### src/rtl/synth_env_pkg.sv
// Shared constants for the ADSR envelope: state encoding, level limits and
// the sustain-level to Q15.16 target conversion.
package synth_env_pkg;

  localparam logic [2:0] ST_IDLE    = 3'd0;
  localparam logic [2:0] ST_ATTACK  = 3'd1;
  localparam logic [2:0] ST_DECAY   = 3'd2;
  localparam logic [2:0] ST_SUSTAIN = 3'd3;
  localparam logic [2:0] ST_RELEASE = 3'd4;

  localparam logic [31:0] PEAK_LVL      = 32'h7FFF_0000;
  localparam logic [15:0] MAX_SIGNED_16 = 16'h7FFF;

  // Bit 15 of the sustain input is masked off so the target never exceeds peak.
  function automatic logic [31:0] sustain_target(input logic [15:0] sl);
    return {sl & MAX_SIGNED_16, 16'h0000};
  endfunction

endpackage

### src/rtl/env_rate_step.sv
// One envelope step: level +/- rate in 33 bits, clamped to a limit.
// reached is set when the limit is hit, crossed, underflowed or rate is zero.
module env_rate_step (
  input  logic [31:0] level,
  input  logic [31:0] rate,
  input  logic [31:0] limit,
  input  logic        dir_up,
  output logic [31:0] next_level,
  output logic        reached
);

  logic [32:0] sum;
  logic [32:0] diff;

  always_comb begin
    sum        = {1'b0, level} + {1'b0, rate};
    diff       = {1'b0, level} - {1'b0, rate};
    reached    = 1'b0;
    next_level = limit;
    if (dir_up) begin
      reached    = (rate == 32'd0) || (sum >= {1'b0, limit});
      next_level = reached ? limit : sum[31:0];
    end else begin
      // diff[32] is the borrow out, i.e. the subtraction went below zero.
      reached    = (rate == 32'd0) || diff[32] || (diff[31:0] <= limit);
      next_level = reached ? limit : diff[31:0];
    end
  end

endmodule

### src/rtl/adsr_envelope.sv
// Per-voice ADSR envelope: gate edge detection, phase FSM and level register,
// advancing one step per Env_ce tick.
module adsr_envelope
  import synth_env_pkg::*;
#(
  parameter logic [31:0] PEAK_LVL = synth_env_pkg::PEAK_LVL,
  parameter int          FRAC_W   = 16
) (
  input  logic        Sys_clk,
  input  logic        Env_rst,
  input  logic        Env_ce,
  input  logic        Gate,
  input  logic [31:0] Attack_rate,
  input  logic [31:0] Decay_rate,
  input  logic [15:0] Sustain_level,
  input  logic [31:0] Release_rate,
  output logic [31:0] Amplitude,
  output logic [2:0]  Env_state,
  output logic        Env_active
);

  logic [31:0] level_reg, level_next;
  logic [2:0]  state_reg, state_next;
  logic        gate_d_reg;

  logic        rise, fall;
  logic [2:0]  eff_state;
  logic [31:0] sustain_lvl;
  logic        step_up;
  logic [31:0] step_rate, step_limit, step_level;
  logic        step_reached;

  env_rate_step u_step (
    .level      (level_reg),
    .rate       (step_rate),
    .limit      (step_limit),
    .dir_up     (step_up),
    .next_level (step_level),
    .reached    (step_reached)
  );

  // Edge-triggered transitions take effect on the same tick, so the new
  // phase's first step is applied immediately.
  always_comb begin
    rise        = Gate & ~gate_d_reg;
    fall        = ~Gate & gate_d_reg;
    sustain_lvl = sustain_target(Sustain_level);

    eff_state = state_reg;
    if (rise) begin
      eff_state = ST_ATTACK;
    end else if (fall && (state_reg == ST_ATTACK || state_reg == ST_DECAY ||
                          state_reg == ST_SUSTAIN)) begin
      eff_state = ST_RELEASE;
    end

    step_up    = 1'b0;
    step_rate  = 32'd0;
    step_limit = 32'd0;
    case (eff_state)
      ST_ATTACK: begin
        step_up    = 1'b1;
        step_rate  = Attack_rate;
        step_limit = PEAK_LVL;
      end
      ST_DECAY: begin
        step_rate  = Decay_rate;
        step_limit = sustain_lvl;
      end
      ST_RELEASE: begin
        step_rate  = Release_rate;
        step_limit = 32'd0;
      end
      default: ;
    endcase

    level_next = 32'd0;
    state_next = eff_state;
    case (eff_state)
      ST_ATTACK: begin
        level_next = step_level;
        if (step_reached) state_next = ST_DECAY;
      end
      ST_DECAY: begin
        level_next = step_level;
        if (step_reached) state_next = ST_SUSTAIN;
      end
      ST_SUSTAIN: level_next = sustain_lvl;
      ST_RELEASE: begin
        level_next = step_level;
        if (step_reached) state_next = ST_IDLE;
      end
      default: begin
        level_next = 32'd0;
        state_next = ST_IDLE;
      end
    endcase
  end

  always_ff @(posedge Sys_clk) begin
    if (Env_rst) begin
      level_reg  <= 32'd0;
      state_reg  <= ST_IDLE;
      gate_d_reg <= 1'b0;
    end else if (Env_ce) begin
      level_reg  <= level_next;
      state_reg  <= state_next;
      gate_d_reg <= Gate;
    end
  end

  assign Amplitude  = {17'b0, level_reg[FRAC_W+14:FRAC_W]};
  assign Env_state  = state_reg;
  assign Env_active = (state_reg != ST_IDLE);

endmodule

### config.mk
export PLATFORM = sky130hd
export DESIGN_NAME = adsr_envelope
export DESIGN_NICKNAME = d
export VERILOG_FILES = /design/src/rtl/synth_env_pkg.sv /design/src/rtl/env_rate_step.sv /design/src/rtl/adsr_envelope.sv
export SDC_FILE = /design/constraint.sdc
export NUM_CORES = 1
export LEC_CHECK = 0
export BUFFER_PORTS_ARGS = -buffer_cell sky130_fd_sc_hd__buf_2
export CAP_MARGIN = 20
export CORE_ASPECT_RATIO = 1.2
export CORE_MARGIN = 2
export CORE_UTILIZATION = 25
export DETAILED_ROUTE_END_ITERATION = 8
export GPL_ROUTABILITY_DRIVEN = 0
export PLACE_DENSITY_LB_ADDON = 0.3
export SETUP_SLACK_MARGIN = 0.15
export SKIP_CTS_REPAIR_TIMING = 1
export SKIP_LAST_GASP = 1
export SLEW_MARGIN = 20
export SYNTH_ARGS = -nofsm -noshare
export SYNTH_HDL_FRONTEND = slang
export SYNTH_SLANG_ARGS = --single-unit
### constraint.sdc
create_clock -name Sys_clk -period 9.5 [get_ports Sys_clk]
set_clock_uncertainty 0.05 [all_clocks]
set_input_delay 1.425 -clock Sys_clk [delete_from_list [all_inputs] [get_ports Sys_clk]]
set_output_delay 1.425 -clock Sys_clk [all_outputs]
set_load 0.01 [all_outputs]
==> results_dict.tcl <==
set metrics [dict create \
    yosys-top-cells-area "ha_1, dfxtp_1, a21oi_1, xnor2_1, a222oi_1" \
    viasPerCell 5.68 \
    largest_reg_flops 32 \
    yosys.area.top_type_share 0.160 \
    syn_area_per_cell_sq_um 7.23 \
    slew_viol_final 0 \
    leakage_uw 0.00376 \
    clock_latency_ns 0.31 \
    synth.distinct_cells 88 \
    drive_gt1_frac 0.175 \
    port_buffers 133 \
    vias 8485 \
    dpl.cell_count 1487 \
    finalSetupTns_ns 0 \
    critPathMaxFanout 19 \
    cts-buffers-inserted 5 \
    wirelength_um 30100 \
    seq_area_frac_synth 0.0982 \
    hold_path_class "reg -> reg" \
    clk_path_buf_depth 2 \
    powerDensity_mw_per_mm2 144 \
    grt_pass1_vias 7824 \
    core_sq_mm 0.0288 \
    synth_ff_type "dfxtp_1" \
    cp-end-kind "register" \
    arrival_ns 9.04 \
    n_fill_cell 3213 \
    rows 68 \
    clock-sinks 36 \
    ys_ff_latch 36 \
    die_h_um 192 \
    synth_warnings 0 \
    grt-ovfl-total 0 \
    synth_edf_count 0 \
    first_pass_iters 7 \
    ant_nets 0 \
    required_ns 9.67 \
    ir_worst_vdd_v 0.0000689 \
    h-tree-depth 2 \
    dp_hpwl_um 23600 \
    drc_errors 0 \
    n_antenna_cell 0 \
    wl_per_cell_um 20.1 \
    yosysTopAreaCell "ha_1" \
    drtIter0Drc 801 \
    synth-async-reset-ratio 0 \
    status "finished clean" \
    antenna_found_initial 0 \
    cts_tree "yes" \
    nets 1321 \
    rsz0062_at_grt "false" \
    worstSetupPathType "in -> reg" \
    setup_viol 0 \
    cts.clk_slew.worst_paths_ns 0.08 \
    final_cells 1495 \
    initial_utilization 0.254 \
    timing.slew.headroom 0.334 \
    fmax_mhz 113 \
    ff_latch_area_sq_um 721 \
    start_kind "input pin" \
    io_pins 152 \
    power_uw 1210 \
    drv_cap 0 \
    track_usage 0.187 \
    finalCritPeriodShare 0.934 \
    hold_ws_ns 0.478 \
    dieArea_sq_mm 0.0307 \
    root_buffer "clkbuf_16" \
    timing_hold_violations_final 0 \
    syn_area_sq_mm 0.00734 \
    grt_max_degree 44 \
    multi_input_area_sq_mm 0.00592 \
    syn_inst 1015 \
    period_minus_slack_ns 8.87 \
    grt_pass1_wl_um 44800 \
    dieWidth_um 160 \
    worstMarginPinSlew_ns 0.986 \
    syn_to_final_growth_pct 15.2 \
]
-- area by class of cell --
| type | instances | share of cell area |
|---|---|---|
| tap | 385 | 0.0570 |
| inverter | 70 | 0.0311 |
| multi-input combinational | 830 | 0.700 |
| clock inverter | 3 | 0.00222 |
| clock buffer | 5 | 0.0148 |
| timing repair buffer | 166 | 0.110 |
| sequential | 36 | 0.0853 |
-- path summary, 6_finish.rpt --
path / startpoint / end / slack (ns) / depth (start not counted)
max reg2reg: Env_state[2]$_SDFFE_PP0P_ / level_reg[24]$_SDFFE_PP0P_ / 1.36 / 26
min reg2reg: level_reg[2]$_SDFFE_PP0P_ / level_reg[2]$_SDFFE_PP0P_ / 0.48 / 1
max: Gate / level_reg[24]$_SDFFE_PP0P_ / 0.63 / 27
min: level_reg[2]$_SDFFE_PP0P_ / level_reg[2]$_SDFFE_PP0P_ / 0.48 / 1
-- stage by stage --
stage	utilization	area [sq um]	setup WS, ns
2_1_floorplan	-	7400	2.17
3_3_place_gp	0.288	8310	0.608
3_5_place_dp	0.288	8310	0.531
4_1_cts	0.293	8450	0.799
5_1_grt	0.293	8450	0.189
6_report	0.293	8450	0.625
-- kinds of logic (layout without fill, tap and decap cells) --
family / after synthesis / after routing / synth area share
AO/OA/AOI/OAI: 358 / 358 / 0.352
XOR/XNOR: 50 / 50 / 0.0597
adder cells (fa/ha/maj): 96 / 96 / 0.166
buffers and inverters: 165 / 244 / 0.106
flip-flops: 36 / 36 / 0.0982
multiplexers: 4 / 4 / 0.00546
other: 1 / 17 / 0.000511
AND/OR/NAND/NOR: 305 / 305 / 0.213
-- layout by cell type (no fill, tap or decap), types with 5 or more instances in the layout --
| cell | Yosys | final |
|---|---|---|
| a21o_1 | 8 | 8 |
| o211ai_1 | 10 | 10 |
| a22o_1 | 5 | 5 |
| o21bai_1 | 15 | 15 |
| nand4_1 | 17 | 17 |
| o31ai_1 | 12 | 12 |
| nand2_1 | 60 | 60 |
| a311oi_1 | 7 | 7 |
| a222oi_1 | 33 | 33 |
| or4_1 | 5 | 5 |
| ha_1 | 94 | 94 |
| nor2_1 | 73 | 73 |
| a32oi_1 | 12 | 12 |
| nor3_1 | 34 | 34 |
| xor2_1 | 7 | 7 |
| a21oi_1 | 81 | 81 |
| o21ai_1 | 8 | 8 |
| buf_2 | 10 | 133 |
| o31a_1 | 5 | 5 |
| a221oi_1 | 9 | 9 |
| o21ai_0 | 39 | 39 |
| clkbuf_16 | 0 | 5 |
| a22oi_1 | 15 | 15 |
| nor4_1 | 12 | 12 |
| inv_1 | 67 | 67 |
| nor2b_1 | 18 | 18 |
| nand3_1 | 16 | 16 |
| o21a_1 | 11 | 11 |
| or3_1 | 14 | 14 |
| xnor2_1 | 43 | 43 |
| conb_1 | 1 | 17 |
| a31oi_1 | 22 | 22 |
| dfxtp_1 | 36 | 36 |
| buf_4 | 32 | 32 |
| a2111oi_0 | 5 | 5 |
| a211oi_1 | 9 | 9 |
| nand2b_1 | 19 | 19 |
| nand3b_1 | 10 | 10 |
| or2_2 | 6 | 6 |
-- metal layers --
metal | global-route usage | routed length (um) | share of wire
met1 | 0.242 | 12900 | 0.43
met2 | 0.307 | 13600 | 0.45
met3 | 0.0328 | 2290 | 0.076
met4 | 0.0797 | 1290 | 0.043
met5 | 0 | 0 | 0
-- worst max-delay path, stage by stage --
cell and delay [ns]:
buf_2 0.12, nor2b_1 0.17, nor4_4 0.62, buf_4 0.42, a222oi_1 0.22, ha_1 0.52
nor4_1 0.49, nand2_1 0.14, o221ai_1 0.40, o21ai_1 0.29, and4b_1 0.29, nor3_1 0.49
or4_1 0.20, a21oi_1 0.08, xnor2_1 0.16, ha_1 0.29, nand2_1 0.06, or2_2 0.34
nand3b_1 0.29, nor4_1 0.28, o2111a_1 0.26, nand4_1 0.17, o41ai_2 0.42, a211o_1 0.33
buf_4 0.19, nor3_1 0.06, a221oi_1 0.27
-- synthesized netlist by cell type (8+ instances only) --
cell type   n
a211oi_1    9
a21o_1      8
a21oi_1    81
a221oi_1    9
a222oi_1   33
a22oi_1    15
a31oi_1    22
a32oi_1    12
buf_2      10
buf_4      32
clkbuf_1   43
dfxtp_1    36
ha_1       94
inv_1      67
nand2_1    60
nand2b_1   19
nand3_1    16
nand3b_1   10
nand4_1    17
nor2_1     73
nor2b_1    18
nor3_1     34
nor4_1     12
o211ai_1   10
o21a_1     11
o21ai_0    39
o21ai_1     8
o21bai_1   15
o31ai_1    12
or3_1      14
xnor2_1    43
-- power by group --
group | internal, uW | switching [uW]
registers | 162 | 14.2
logic | 318 | 534
clock network | 97.4 | 88.3
No activity file was read; power rests on OpenSTA's default activity.
